File: config.mk
export PLATFORM = sky130hd
export DESIGN_NAME = san_irq_ctrl
export DESIGN_NICKNAME = d
export VERILOG_FILES = /design/src/rtl/san_irq_pkg.sv /design/src/rtl/san_irq_sync_edge.sv /design/src/rtl/san_irq_ctrl.sv
export SDC_FILE = /design/constraint.sdc
export NUM_CORES = 1
export LEC_CHECK = 0
export CORE_UTILIZATION = 43
export CTS_CLUSTER_DIAMETER = 40
export CTS_CLUSTER_SIZE = 24
export DETAILED_ROUTE_END_ITERATION = 7
export PLACE_DENSITY = 0.84
export SYNTH_ARGS = -nofsm -noshare
export SYNTH_HDL_FRONTEND = slang
export SYNTH_HIERARCHICAL = 1
export SYNTH_SLANG_ARGS = --single-unit
File: constraint.sdc
create_clock -name S_AXI_ACLK -period 1.1 [get_ports S_AXI_ACLK]
set_input_delay 0.165 -clock S_AXI_ACLK [delete_from_list [all_inputs] [get_ports S_AXI_ACLK]]
set_output_delay 0.165 -clock S_AXI_ACLK [all_outputs]
set_load 0.01 [all_outputs]
File: src/rtl/san_irq_pkg.sv
// ---------------------------------------------------------------------------
// san_irq_pkg : register map, limits and encodings for the san IRQ controller
// Rev 1.0
// ---------------------------------------------------------------------------
`default_nettype none

package san_irq_pkg;

  localparam int NUM_SRC_MAX = 31;

  localparam logic [2:0] REG_PEND  = 3'd0;
  localparam logic [2:0] REG_ENA   = 3'd1;
  localparam logic [2:0] REG_TYPE  = 3'd2;
  localparam logic [2:0] REG_MPEND = 3'd3;
  localparam logic [2:0] REG_OVF   = 3'd4;
  localparam logic [2:0] REG_CTRL  = 3'd5;
  localparam logic [2:0] REG_ID    = 3'd6;

  localparam logic TYPE_EDGE  = 1'b1;
  localparam logic TYPE_LEVEL = 1'b0;

  // Scan from the top down so the lowest set index is the one left in idx.
  function automatic logic [4:0] lowest_set(input logic [NUM_SRC_MAX-1:0] v);
    logic [4:0] idx;
    idx = '0;
    for (int i = NUM_SRC_MAX - 1; i >= 0; i--) begin
      if (v[i]) idx = 5'(i);
    end
    return idx;
  endfunction

endpackage

`default_nettype wire

File: src/rtl/san_irq_sync_edge.sv
// ---------------------------------------------------------------------------
// san_irq_sync_edge : per-source input synchronizer with rising-edge detector
// Rev 1.0
// ---------------------------------------------------------------------------
`default_nettype none

module san_irq_sync_edge #(
  parameter int SYNC_STAGES = 2
) (
  input  logic clk_i,
  input  logic rst_i,
  input  logic irq_i,
  output logic level_o,
  output logic rise_o
);

  logic w_level;
  logic hist_q;

  if (SYNC_STAGES > 0) begin : g_sync
    logic [SYNC_STAGES-1:0] sync_q;

    always_ff @(posedge clk_i) begin
      if (rst_i) begin
        sync_q <= '0;
      end else begin
        sync_q[0] <= irq_i;
        for (int k = 1; k < SYNC_STAGES; k++) begin
          sync_q[k] <= sync_q[k-1];
        end
      end
    end

    assign w_level = sync_q[SYNC_STAGES-1];
  end else begin : g_nosync
    assign w_level = irq_i;
  end

  // hist resets low, so a line held high through reset yields one rise.
  always_ff @(posedge clk_i) begin
    if (rst_i) hist_q <= 1'b0;
    else       hist_q <= w_level;
  end

  assign level_o = w_level;
  assign rise_o  = w_level & ~hist_q;

endmodule

`default_nettype wire

File: src/rtl/san_irq_ctrl.sv
// ---------------------------------------------------------------------------
// san_irq_ctrl : IRQ pending/mask/overflow register file with aggregated IRQ_OUT
// Rev 1.0
// ---------------------------------------------------------------------------
`default_nettype none

module san_irq_ctrl
  import san_irq_pkg::*;
#(
  parameter int NUM_SRC     = 8,
  parameter int SYNC_STAGES = 2
) (
  input  logic               S_AXI_ACLK,
  input  logic               S_AXI_ARESET,
  input  logic [NUM_SRC-1:0] IRQ_IN,
  input  logic               slv_reg_wren,
  input  logic [2:0]         axi_awaddr,
  input  logic [31:0]        S_AXI_WDATA,
  input  logic               slv_reg_rden,
  input  logic [2:0]         axi_araddr,
  output logic [31:0]        reg_data_out,
  output logic               IRQ_OUT
);

  logic [NUM_SRC-1:0] level, rise;
  logic [NUM_SRC-1:0] pend_q, pend_d, ovf_q, ovf_d;
  logic [NUM_SRC-1:0] ena_q, type_q;
  logic               gie_q, irq_q;
  logic [31:0]        rdata_q, rdata_d;

  logic [NUM_SRC-1:0] wdata_src, pend_w1c, ovf_w1c, pend_set, ovf_set, mpend;
  logic [4:0]         id_idx;
  logic               w_unused_wdata;

  for (genvar g = 0; g < NUM_SRC; g++) begin : g_src
    san_irq_sync_edge #(
      .SYNC_STAGES(SYNC_STAGES)
    ) u_sync (
      .clk_i  (S_AXI_ACLK),
      .rst_i  (S_AXI_ARESET),
      .irq_i  (IRQ_IN[g]),
      .level_o(level[g]),
      .rise_o (rise[g])
    );
  end

  assign wdata_src      = S_AXI_WDATA[NUM_SRC-1:0];
  assign w_unused_wdata = &{1'b0, S_AXI_WDATA};
  assign pend_w1c = (slv_reg_wren && axi_awaddr == REG_PEND) ? wdata_src : '0;
  assign ovf_w1c  = (slv_reg_wren && axi_awaddr == REG_OVF)  ? wdata_src : '0;

  // Sets win over W1C; OVF only flags an edge on a bit not being acked this cycle.
  always_comb begin
    pend_set = '0;
    ovf_set  = '0;
    for (int i = 0; i < NUM_SRC; i++) begin
      pend_set[i] = (type_q[i] == TYPE_EDGE) ? rise[i] : level[i];
      ovf_set[i]  = (type_q[i] == TYPE_EDGE) & rise[i] & pend_q[i] & ~pend_w1c[i];
    end
    pend_d = (pend_q & ~pend_w1c) | pend_set;
    ovf_d  = (ovf_q  & ~ovf_w1c)  | ovf_set;
  end

  assign mpend  = pend_q & ena_q;
  assign id_idx = lowest_set(NUM_SRC_MAX'(mpend));

  always_comb begin
    rdata_d = rdata_q;
    if (slv_reg_rden) begin
      case (axi_araddr)
        REG_PEND:  rdata_d = 32'(pend_q);
        REG_ENA:   rdata_d = 32'(ena_q);
        REG_TYPE:  rdata_d = 32'(type_q);
        REG_MPEND: rdata_d = 32'(mpend);
        REG_OVF:   rdata_d = 32'(ovf_q);
        REG_CTRL:  rdata_d = {31'd0, gie_q};
        REG_ID:    rdata_d = {|mpend, 26'd0, id_idx};
        default:   rdata_d = '0;
      endcase
    end
  end

  always_ff @(posedge S_AXI_ACLK) begin
    if (S_AXI_ARESET) begin
      pend_q  <= '0;
      ovf_q   <= '0;
      ena_q   <= '0;
      type_q  <= '0;
      gie_q   <= 1'b0;
      irq_q   <= 1'b0;
      rdata_q <= '0;
    end else begin
      pend_q  <= pend_d;
      ovf_q   <= ovf_d;
      rdata_q <= rdata_d;
      // Uses the already-registered PEND, giving one extra edge after the set.
      irq_q   <= gie_q & |(pend_q & ena_q);
      if (slv_reg_wren) begin
        case (axi_awaddr)
          REG_ENA:  ena_q  <= wdata_src;
          REG_TYPE: type_q <= wdata_src;
          REG_CTRL: gie_q  <= S_AXI_WDATA[0];
          default:  ;
        endcase
      end
    end
  end

  assign reg_data_out = rdata_q;
  assign IRQ_OUT      = irq_q;

endmodule

`default_nettype wire

==> impl_metrics.env <==
export IMPL_status="finished, violations left"
export IMPL_violations="setup timing"
export IMPL_syn_area_sq_mm=0.00301
export IMPL_drtIter0Drc=183
export IMPL_fillCellCount=583
export IMPL_yosysUniqueCellTypes=46
export IMPL_wire_per_inst_um=14.5
export IMPL_grt_pass1_wl_mm=11.0
export IMPL_hpwlAfterDp_mm=4.65
export IMPL_area_growth_pct=30.2
export IMPL_grt_max_degree=40
export IMPL_clkTransAtPathRegs_ns=0.07
export IMPL_crit_arrival_ns=1.44
export IMPL_drive_above_1_share_pct=28.6
export IMPL_drcViolationCount=0
export IMPL_placement_rows=30
export IMPL_clock_skew_ns=0.00958
export IMPL_grt_setup_unrepaired="true"
export IMPL_track_usage_pct=19.9
export IMPL_critical_path_class="reg -> reg"
export IMPL_die_h_um=85.6
export IMPL_ys_seq_area_share_pct=44.6
export IMPL_syn_area_per_cell_sq_um=9.48
export IMPL_routed_wl_mm=6.87
export IMPL_cp_num_buf_inv=0
export IMPL_ys_async_sr_fraction_pct=0
export IMPL_num_antenna_cells=0
export IMPL_hold_buffers=0
export IMPL_cts_sinks=67
export IMPL_p_total_uw=5170
export IMPL_p_sw_uw=1260
export IMPL_synth_seq_cells=67
export IMPL_io_pins=83
export IMPL_start_util_pct=44.5
export IMPL_reg2reg_depth=4
export IMPL_path_cells="a22oi_2 -> nand2_2 -> and4b_1 -> a221o_1"
export IMPL_rr_endpoint="reg_data_out[2]"
export IMPL_clock_root_buffer="clkbuf_8"
export IMPL_slowest_delay_ns=0.33
export IMPL_combPwrFrac_pct=12.0
export IMPL_critPathRequiredTime_ns=1.32
export IMPL_core_sq_mm=0.00676
export IMPL_syn_inst=317
export IMPL_nets=440
export IMPL_cts_path_max_buffers=2
export IMPL_vdd_drop_max_uv=707
export IMPL_r2r_slack_ns=-0.12
export IMPL_numPortBuffers=35
export IMPL_hold_violations=0
export IMPL_vias_per_cell=5.15
export IMPL_synth_edff_count=0
export IMPL_routed_via_count=2448
export IMPL_swShare_pct=24.5
export IMPL_period_needed_ns=1.22
export IMPL_hold_path_end="pend_q[5]"
export IMPL_min_path_cells=4
export IMPL_maxSlewViolCount=0
export IMPL_endpoint_kind="flip-flop"
export IMPL_power_density_mw_per_mm2=1320
export IMPL_drv_cap=0
export IMPL_leakage_uw=0.00155
export IMPL_worst_path_max_delay_cell="dfxtp_2"
export IMPL_gr_total_overflow=0
export IMPL_htreeDepth=3
export IMPL_hp_class="in -> reg"
export IMPL_synth_main_ff_cell="dfxtp_1"
export IMPL_min_from="S_AXI_ARESET"
export IMPL_die_area_sq_mm=0.00733
export IMPL_drtPass1Iterations=4
export IMPL_clk_latency_ns=0.34
export IMPL_power_share_clock_pct=38.4
export IMPL_p_seq_share_pct=49.5
export IMPL_grt_pass1_vias=2318
export IMPL_ys_warn_count=6
export IMPL_antenna_left=0
export IMPL_rr_startpoint="ena_q[4]"
export IMPL_min_period_over_period_pct=111
export IMPL_cp_top_family="compound AO/OA/AOI/OAI gates"
export IMPL_start_kind="flip-flop"
export IMPL_p_int_uw=3900
export IMPL_max_freq_mhz=820
export IMPL_cts_buffers=9
export IMPL_path_max_fanout=2
export IMPL_fin_ws_ns=-0.119
export IMPL_final_setup_tns_ns=-0.225
export IMPL_gp_congestion=0.856
export IMPL_antenna_found_initial=0
export IMPL_die_x_um=85.6
export IMPL_finalSetupViolations=4
export IMPL_cts_tree="yes"
## power by group through the flow
stage	Clock, uW	Combinational [uW]	Sequential [uW]
after detailed placement	0	591	2610
final	1990	621	2560
after global placement	0	578	2610
after CTS	2050	602	2560
after global routing	2170	673	2570
after floorplan	0	349	2610
## flip-flops by register name, indices dropped and copies added (netlist names)
register / cells
IRQ_OUT: 1
ovf_q: 8
gie_q: 1
type_q: 8
reg_data_out: 9
ena_q: 8
pend_q: 8
g_src.u_sync/hist_q: 8
g_src.u_sync/g_sync.sync_q: 16
## how the worst max path moves through the flow
stage | depth (start not counted) | to | start | slack [ns]
detailed placement | 7 | reg_data_out[2] | axi_araddr[0] | -0.65
global route | 4 | reg_data_out[2] | ena_q[4] | -0.17
CTS | 4 | reg_data_out[2] | ena_q[4] | -0.09
finish | 4 | reg_data_out[2] | ena_q[4] | -0.12
global placement | 7 | reg_data_out[2] | axi_araddr[0] | -0.61
floorplan | 4 | reg_data_out[2] | ena_q[4] | -0.01
## cells by family after synthesis
logic type	count (synthesis)	synth area share (%)
multiplexers	26	8.66
AO/OA/AOI/OAI	55	13.6
AND/OR/NAND/NOR	126	23.3
other	1	0.125
XOR/XNOR	2	0.832
flip-flops	67	44.6
buffers and inverters	40	8.86
## worst register-to-register path: cells and delay by family (launching register included)
family / cells / cell delay (ns)
AO/OA/AOI/OAI: 2 / 0.49
flip-flops: 1 / 0.33
AND/OR/NAND/NOR: 2 / 0.29
## final cells by class
class | count | area, sq um | share of cell area [%]
multi-input combinational | 232 | 1570 | 40.2
sequential | 67 | 1360 | 34.8
timing repair buffer | 74 | 662 | 16.9
clock buffer | 10 | 138 | 3.52
tap | 80 | 100 | 2.56
clock inverter | 6 | 55.1 | 1.41
inverter | 6 | 26.3 | 0.671
## synthesized netlist by cell type (4+ instances only)
| library cell | count | area share (%) |
|---|---|---|
| nor2b_1 | 25 | 5.2 |
| o21bai_1 | 4 | 1.0 |
| inv_1 | 5 | 0.62 |
| buf_4 | 26 | 6.5 |
| a21oi_1 | 19 | 3.2 |
| nand2_1 | 44 | 5.5 |
| nor2b_2 | 8 | 2.3 |
| nor2_1 | 25 | 3.1 |
| nand4_1 | 8 | 1.7 |
| o221ai_1 | 7 | 2.0 |
| dfxtp_1 | 67 | 45 |
| o21ai_1 | 4 | 0.67 |
| mux2i_1 | 26 | 8.7 |
## per-stage QoR
step	hold slack [ns]	instance area (sq um)	utilization (%)	worst slack (ns)	instances
6_report	0.372	3920	57.9	-0.119	475
3_3_place_gp	0.417	3630	53.8	-0.606	457
2_1_floorplan	0.237	3100	-	-0.0147	339
5_1_grt	0.342	3920	57.9	-0.170	475
3_5_place_dp	0.422	3630	53.8	-0.653	457
4_1_cts	0.320	3890	57.6	-0.0906	474
## metal layers
| metal | wire, um | GRT usage, % | vias up | share of wire, % |
|---|---|---|---|---|
| met2 | 3300 | 32.6 | 76 | 48 |
| met5 | 0 | 0 | - | 0 |
| met4 | 140 | 9.55 | 0 | 2.0 |
| li1 | - | - | 1205 | - |
| met1 | 3100 | 23.6 | 1155 | 45 |
| met3 | 338 | 6.26 | 12 | 4.9 |
## placed cells by master, fill, tap and decap left out, types with 3 or more instances in the layout
cell type	instances
nand4_1	8
buf_12	4
dlygate4sd2_1	7
dfxtp_1	51
dfxtp_2	16
o221ai_1	5
clkbuf_2	4
inv_1	3
nand2_1	43
nand3_1	3
a21oi_1	19
nor2b_1	25
a22oi_2	3
conb_1	23
o21ai_1	5
clkinv_2	6
clkdlybuf4s50_1	16
clkbuf_8	10
buf_4	32
o21bai_1	3
buf_2	7
nor2_1	25
nor2b_2	8
a211oi_2	3
and4bb_1	3
mux2i_1	26
## timing repair
item,4_1_cts,5_1_grt
gates cloned,1,0
pin swaps,6,5
setup endpoints to repair,51,18
gates resized for setup,49,30
setup buffers,0,1
Note: power is estimated with default switching activity, not from simulation.
